### src/rtl/dice_pkg.sv
// Shared types and default sizing for the dice roll button conditioner.
package dice_pkg;

    typedef enum logic [1:0] {
        IDLE         = 2'd0,
        PRESS_WAIT   = 2'd1,
        PRESSED      = 2'd2,
        RELEASE_WAIT = 2'd3
    } roll_state_t;

    localparam int DICE_DEBOUNCE_CYCLES = 4;
    localparam int DICE_REPEAT_CYCLES   = 0;
    localparam int DICE_COUNT_W         = 8;

endpackage

### src/rtl/btn_sync2.sv
// Two-flop synchronizer for asynchronous inputs; clears to 0 on reset.
module btn_sync2 #(
    parameter int WIDTH = 1
) (
    input  logic             clk,
    input  logic             reset_n,
    input  logic [WIDTH-1:0] d,
    output logic [WIDTH-1:0] q
);

    logic [WIDTH-1:0] meta;

    always_ff @(posedge clk or negedge reset_n) begin
        if (!reset_n) begin
            meta <= '0;
            q    <= '0;
        end else begin
            meta <= d;
            q    <= meta;
        end
    end

endmodule

### src/rtl/dice_roll_button.sv
// Roll button conditioner: synchronize, debounce, optional hold-to-repeat,
// and emit a one-cycle roll strobe plus a wrapping roll counter.
module dice_roll_button
    import dice_pkg::*;
#(
    parameter int DEBOUNCE_CYCLES = DICE_DEBOUNCE_CYCLES,
    parameter int REPEAT_CYCLES   = DICE_REPEAT_CYCLES,
    parameter int COUNT_W         = DICE_COUNT_W
) (
    input  logic               clk,
    input  logic               reset_n,
    input  logic               btn_raw,
    input  logic               roll_en,
    output logic               btn_clean,
    output logic               roll_pulse,
    output logic [COUNT_W-1:0] roll_count
);

    localparam int CW = $clog2(DEBOUNCE_CYCLES + 1);
    localparam int RW = (REPEAT_CYCLES > 1) ? $clog2(REPEAT_CYCLES) : 1;
    localparam logic [CW-1:0]      CNT_ONE   = CW'(1);
    localparam logic [CW-1:0]      CNT_DONE  = CW'(DEBOUNCE_CYCLES);
    localparam logic [RW-1:0]      REP_ONE   = RW'(1);
    localparam logic [RW-1:0]      REP_LAST  = RW'((REPEAT_CYCLES > 0) ? REPEAT_CYCLES - 1 : 0);
    localparam logic [COUNT_W-1:0] COUNT_ONE = COUNT_W'(1);

    logic          btn_sync;
    roll_state_t   state, state_nxt;
    logic [CW-1:0] cnt, cnt_nxt, cnt_inc;
    logic [RW-1:0] rep_cnt, rep_nxt;
    logic          accept, rep_fire;
    logic          clean_nxt, pulse_nxt;

    btn_sync2 #(.WIDTH(1)) u_sync (
        .clk     (clk),
        .reset_n (reset_n),
        .d       (btn_raw),
        .q       (btn_sync)
    );

    assign cnt_inc = cnt + CNT_ONE;

    always_ff @(posedge clk or negedge reset_n) begin
        if (!reset_n) begin
            state      <= IDLE;
            cnt        <= '0;
            rep_cnt    <= '0;
            btn_clean  <= 1'b0;
            roll_pulse <= 1'b0;
            roll_count <= '0;
        end else begin
            state      <= state_nxt;
            cnt        <= cnt_nxt;
            rep_cnt    <= rep_nxt;
            btn_clean  <= clean_nxt;
            roll_pulse <= pulse_nxt;
            if (roll_pulse)
                roll_count <= roll_count + COUNT_ONE;
        end
    end

    // cnt holds the run length of samples disagreeing with the accepted level.
    always_comb begin
        state_nxt = state;
        cnt_nxt   = cnt;
        rep_nxt   = rep_cnt;
        accept    = 1'b0;
        rep_fire  = 1'b0;
        case (state)
            IDLE: begin
                if (btn_sync) begin
                    if (DEBOUNCE_CYCLES == 1) begin
                        accept = 1'b1;
                    end else begin
                        state_nxt = PRESS_WAIT;
                        cnt_nxt   = CNT_ONE;
                    end
                end
            end
            PRESS_WAIT: begin
                if (!btn_sync) begin
                    state_nxt = IDLE;
                    cnt_nxt   = '0;
                end else if (cnt_inc == CNT_DONE) begin
                    accept = 1'b1;
                end else begin
                    cnt_nxt = cnt_inc;
                end
            end
            PRESSED: begin
                if (!btn_sync) begin
                    if (DEBOUNCE_CYCLES == 1) begin
                        state_nxt = IDLE;
                    end else begin
                        state_nxt = RELEASE_WAIT;
                        cnt_nxt   = CNT_ONE;
                    end
                end else if (REPEAT_CYCLES > 0) begin
                    if (rep_cnt == REP_LAST) begin
                        rep_nxt  = '0;
                        rep_fire = 1'b1;
                    end else begin
                        rep_nxt = rep_cnt + REP_ONE;
                    end
                end
            end
            RELEASE_WAIT: begin
                if (btn_sync) begin
                    state_nxt = PRESSED;
                    cnt_nxt   = '0;
                end else if (cnt_inc == CNT_DONE) begin
                    state_nxt = IDLE;
                    cnt_nxt   = '0;
                end else begin
                    cnt_nxt = cnt_inc;
                end
            end
            default: begin
                state_nxt = IDLE;
                cnt_nxt   = '0;
            end
        endcase
        if (accept) begin
            state_nxt = PRESSED;
            cnt_nxt   = '0;
            rep_nxt   = '0;
        end
    end

    // roll_en only gates emission; the debounce path keeps running regardless.
    always_comb begin
        clean_nxt = (state_nxt == PRESSED) || (state_nxt == RELEASE_WAIT);
        pulse_nxt = roll_en && (accept || rep_fire);
    end

endmodule
### config.mk
export PLATFORM = sky130hd
export DESIGN_NAME = dice_roll_button
export DESIGN_NICKNAME = d
export VERILOG_FILES = /design/src/rtl/dice_pkg.sv /design/src/rtl/btn_sync2.sv /design/src/rtl/dice_roll_button.sv
export SDC_FILE = /design/constraint.sdc
export NUM_CORES = 1
export LEC_CHECK = 0
export CORE_MARGIN = 3
export CORE_UTILIZATION = 41
export CTS_BUF_LIST = sky130_fd_sc_hd__clkbuf_4
export DETAILED_ROUTE_END_ITERATION = 10
export PLACE_DENSITY = 0.75
export SLEW_MARGIN = 20
export SYNTH_ARGS = -nofsm -noshare
export SYNTH_HDL_FRONTEND = slang
export SYNTH_SLANG_ARGS = --single-unit
### constraint.sdc
create_clock -name clk -period 2 [get_ports clk]
set_input_delay 0.3 -clock clk [delete_from_list [all_inputs] [get_ports clk]]
set_output_delay 0.3 -clock clk [all_outputs]
set_load 0.01 [all_outputs]
After elaboration in Yosys (flattened, before gate mapping)
Index checks and enable logic that the tools add are counted.
W data, S select, Z words.
{"block": "word_totals", "ff_bits": 17, "latchBits": 0, "ramBits": 0, "rom_bits": 0, "in_bits": 4, "output_inout_bits": 10, "n_memories": 0}
{"block": "op_classes", "add_sub_neg": 2, "multipliers": 0, "div_mod_pow": 0, "order_cmp": 0, "n_eq_ne": 9, "shifts": 0, "mux": 18, "bitwise": 0, "n_reduce_logical": 4}
{"cell": "$mux W3", "n": 7}
{"cell": "$mux W2", "n": 6}
{"cell": "$pmux W3 S4", "n": 1}
{"cell": "$add A8 B1 Y8 const B", "n": 1}
{"cell": "$eq A2 B2 Y1 const B", "n": 4}
{"cell": "$pmux W2 S4", "n": 1}
{"cell": "$ne A4 B4 Y1 const B", "n": 1}
{"cell": "$add A3 B1 Y3 const B", "n": 1}
{"cell": "$eq A3 B3 Y1 const B", "n": 1}
{"cell": "$mux W1", "n": 3}
{"cell": "$ne A3 B2 Y1 const B", "n": 1}
{"cell": "$ne A3 B3 Y1 const B", "n": 1}
{"cell": "$reduce_and A3 Y1", "n": 1}
{"cell": "$eq A2 B1 Y1 const B", "n": 1}
{"cell": "$logic_not A2 Y1", "n": 1}
{"cell": "$logic_and A1 B1 Y1", "n": 1}
{"cell": "$logic_or A1 B1 Y1", "n": 1}

Longest topological paths before layout
{"block": "depth", "word_depth": 8, "ltp_mapped": 4}

Modules after synthesis
A second synthesis with hierarchy kept.
{"block": "hier_totals", "hier_cells": 55, "hier_area_um2": 718.2}
{"module": "dice_roll_button", "instances": 1, "cells_per_inst": 53, "area_per_inst_um2": 668.1, "seq_area_each_um2": 375.4}
{"module": "btn_sync2", "instances": 1, "cells_per_inst": 2, "area_per_inst_um2": 50.0, "seq_area_each_um2": 50.0}

Worst setup path after synthesis
OpenSTA, ideal clock, no wires.
{"block": "synth_timing", "path_type": "register to register", "from": "reg cnt[0]", "to": "reg btn_clean", "setup_ps": 125, "arrival_time_ps": 1336, "path_slack_ps": 540, "path_stages_with_launch": 5, "path_buffers": 0, "cell_sequence": "dfrtp_1 -> ha_1 -> xor2_1 -> and3_4 -> mux2_2"}
{"block": "synth_between", "elab_chain_len": 8, "elab_cells_between_ends": 12}
{"item": "start, declared", "line_no": "dice_roll_button.sv:29", "rtl": "logic [CW-1:0] cnt, cnt_nxt, cnt_inc;"}
{"item": "start signal, assigned", "line_no": "dice_roll_button.sv:53", "rtl": "cnt <= cnt_nxt;"}
{"item": "$add A3 B1 Y3 *", "line_no": "dice_roll_button.sv:41", "rtl": "assign cnt_inc = cnt + CNT_ONE;"}
{"item": "$eq A3 B3 Y1 *", "line_no": "dice_roll_button.sv:84, dice_roll_button.sv:111"}
{"item": "$mux W2 or $mux W1 (tied branches)", "line_no": "dice_roll_button.sv:111, dice_roll_button.sv:84"}
{"item": "$mux W2 or $mux W1 (tied branches)", "line_no": "dice_roll_button.sv:108, dice_roll_button.sv:81"}
{"item": "$pmux W2 S4 or $mux W1 (tied branches)", "line_no": "dice_roll_button.sv:69", "rtl": "case (state)"}
{"item": "$mux W2 *", "line_no": "dice_roll_button.sv:123", "rtl": "if (accept) begin"}
{"item": "$eq A2 B2 Y1", "line_no": "dice_roll_button.sv:132", "rtl": "clean_nxt = (state_nxt == PRESSED) || (state_nxt == RELEASE_WAIT);"}
{"item": "$logic_or A1 B1 Y1 *", "line_no": "dice_roll_button.sv:132"}
{"item": "via clean_nxt", "line_no": "dice_roll_button.sv:32", "rtl": "logic clean_nxt, pulse_nxt;"}
{"item": "end signal, assigned", "line_no": "dice_roll_button.sv:55", "rtl": "btn_clean <= clean_nxt;"}
{"item": "end, declared", "line_no": "dice_roll_button.sv:14", "rtl": "output logic btn_clean,"}
Mark *: on every way through the listed nets, which the timed path passes. The rest lies on a longest branch.
A chain may end at the register's enable or synchronous reset.

Worst setup path after layout
{"block": "layout_timing", "from": "reg roll_pulse", "to": "out roll_pulse"}
{"item": "start, declared", "line_no": "dice_roll_button.sv:15", "rtl": "output logic roll_pulse,"}
{"item": "start signal, assigned", "line_no": "dice_roll_button.sv:56", "rtl": "roll_pulse <= pulse_nxt;"}
No word-level cell between the ends.

==> flow_metrics.env <==
export IMPL_end_kind="output port"
export IMPL_p_sw_share_pct=29.34
export IMPL_ys_ff_latch=17
export IMPL_n_antenna_cell=0
export IMPL_cp_data_required_time_ps=1700
export IMPL_die_area_um2=2325
export IMPL_fin_setup_tns_ps=0
export IMPL_placeableCoreArea_um2=1594
export IMPL_grt_max_degree=18
export IMPL_critPathMaxStageDelay_ps=580
export IMPL_fin_crit_ps=1637
export IMPL_combPwrFrac_pct=22.8
export IMPL_power_switching_mw=0.2535
export IMPL_place_inst=93
export IMPL_crit_slowest_cell="clkdlybuf4s50_1"
export IMPL_drt_initial_drc_count=1
export IMPL_powerDensity_nw_per_um2=930.7
export IMPL_max_freq_mhz=611.0
export IMPL_hold_viol=0
export IMPL_sequentialPowerShare_pct=55.2
export IMPL_slew_headroom_pct=84.14
export IMPL_multi_input_area_um2=305.3
export IMPL_cellLeakagePower_nw=0.4440
export IMPL_vias=446
export IMPL_synth_area_leaders="dfrtp_1 58%, xor2_1 6.0%, ha_1 5.1%"
export IMPL_root_buffer="clkbuf_4"
export IMPL_io_buffers=13
export IMPL_ios=14
export IMPL_outcome="completed"
export IMPL_critPathArrivalTime_ps=1340
export IMPL_yosysSeqAreaShare_pct=58.22
export IMPL_row_count=14
export IMPL_power_mw=0.8641
export IMPL_path_max_fanout=6
export IMPL_track_usage_pct=11.99
export IMPL_initial_core_util_pct=45.84
export IMPL_synthDistinctLibCells=22
export IMPL_syn_mean_instance_area_um2=13.29
export IMPL_tightestPinTransition_ps=237.2
export IMPL_maxCapViolCount=0
export IMPL_drive_gt1_share_pct=16.44
export IMPL_timing_hold_ws_ps=322.7
export IMPL_cp_start_kind="register"
export IMPL_cts_buffers=3
export IMPL_die_h_um=48.22
export IMPL_reg2reg_depth=4
export IMPL_cts_buffer_depth=2
export IMPL_critPathKind="reg -> out"
export IMPL_ant_nets=0
export IMPL_synth_area_um2=730.7
export IMPL_yosysTopAreaCell="dfrtp_1"
export IMPL_htreeDepth=1
export IMPL_gp_congestion=0.7079
export IMPL_instances_no_fill=97
export IMPL_cts_resized=0
export IMPL_worst_path_stages=1
export IMPL_skew_ps=2.758
export IMPL_netlist_instances=55
export IMPL_grt_overflow_total=0
export IMPL_area_delta_synth_final_pct=27.05
export IMPL_fin_crit_sh_pct=81.83
export IMPL_grt_pass1_vias=447
export IMPL_path_clk_slew_ps=90
export IMPL_dp_final_hpwl_um=884.3
export IMPL_fillers=140
export IMPL_die_width_um=48.22
export IMPL_clock_latency_ps=280
export IMPL_postCtsSetupBuffers=0
export IMPL_hold_path_class="in -> async"
export IMPL_cts_tree="yes"
export IMPL_antenna_found_initial=0
export IMPL_synth_fp_nets=62
export IMPL_cpLargestDelayFamily="buffers and inverters"
export IMPL_via_per_inst=4.598
export IMPL_slew_viol_final=0
export IMPL_wl_per_cell_um=11.43
export IMPL_clock_sinks=17
export IMPL_path_buf_inv=1
export IMPL_wl_um=1109
export IMPL_max_vdd_ir_drop_mv=0.5878
export IMPL_clkPwrFrac_pct=22.0
export IMPL_drcViolationCount=0
export IMPL_ff2ff_setup_slack_ps=440
export IMPL_synth_top_area_share_pct=58.22
export IMPL_seqCellArea_um2=425.4
export IMPL_rsz0062_at_grt="false"
export IMPL_fin_ws_ps=363.4
export IMPL_grt_pass1_wl_um=1890
export IMPL_postCtsHoldBufs=0
export IMPL_firstDrtPassIters=4
export IMPL_p_int_mw=0.6105
export IMPL_ys_warn_count=0
export IMPL_setup_viol=0
export IMPL_crit_chain="clkdlybuf4s50_1"
export IMPL_num_nets_final=81
export IMPL_pre_cts_slack_ps=461.7
power by group through the flow:
stage	clock network, mW	registers, mW	logic, mW
floorplan	0	0.477	0.120
global placement	0	0.478	0.193
detailed placement	0	0.485	0.200
CTS	0.201	0.478	0.201
global route	0.214	0.492	0.227
finish	0.191	0.477	0.197
per-stage QoR:
stage               utilization (%)  area [µm²]
global route                  58.24       928.4
CTS                           58.24       928.4
floorplan                         -       730.7
global placement              56.36       898.4
finish                        58.24       928.4
detailed placement            56.36       898.4
sequential cells by signal, summed over array words and instances (netlist names):
name / cells
state: 2
u_sync.q: 1
cnt: 3
roll_count: 8
u_sync.meta: 1
btn_clean: 1
roll_pulse: 1
final cells by class:
type / instances / area share, %
flip-flops and latches: 17 / 45.82
multi-input cells: 38 / 32.88
repair buffers: 14 / 14.82
clock buffers: 4 / 3.235
well taps: 24 / 3.235
synth_stat cells:
library cell	count
o21ai_0	1
or2b_1	1
ha_1	3
and4b_1	1
xor2_2	1
xnor2_1	3
a21oi_1	1
xor2_1	5
nand4b_1	1
nand4_1	1
mux2_2	3
nand2_1	7
and3_4	1
dfrtp_1	17
nor3b_1	1
or3_1	1
a41o_1	1
nor2_1	2
nor2b_1	1
nand4_2	1
o211ai_1	1
nor3_2	1
cells in the final DEF (no fill, tap or decap), drive strengths merged:
cell type,instances
dfrtp,17
clkdlybuf4s50,13
nand2,7
xor2,6
clkbuf,4
mux2,3
xnor2,3
ha,3
nor2,2
nand4,2
and3,1
nor2b,1
and4b,1
or2b,1
nand4b,1
o21ai,1
nor3,1
nor3b,1
a41o,1
or3,1
o211ai,1
a21oi,1
buf,1
worst paths after layout:
check / from / end
setup / recovery: roll_pulse / roll_pulse
hold / removal: reset_n / roll_count[2]
setup reg to reg: cnt[0] / state[1]
hold reg to reg: u_sync.meta / u_sync.q
max in group asynchronous: reset_n / u_sync.meta
min in group clk: u_sync.meta / u_sync.q
logic make-up after synthesis:
kind of cell	Yosys count	synth area share (%)
and+or+nand+nor	19	16.44
DFF	17	58.22
xor gates and xnor gates	9	11.82
AOI/OAI and AO/OA	4	3.766
muxes	3	4.623
adders and majority gates	3	5.138
layer usage:
| metal | share of wire [%] | GRT usage (%) | up-vias |
|---|---|---|---|
| li1 | - | - | 227 |
| met3 | 3.0 | 2.214 | 0 |
| met4 | 0 | 4.839 | 0 |
| met1 | 48 | 16.82 | 212 |
| met2 | 49 | 18.23 | 7 |
| met5 | 0 | 0 | - |
Note: power is estimated with default switching activity, not from simulation.
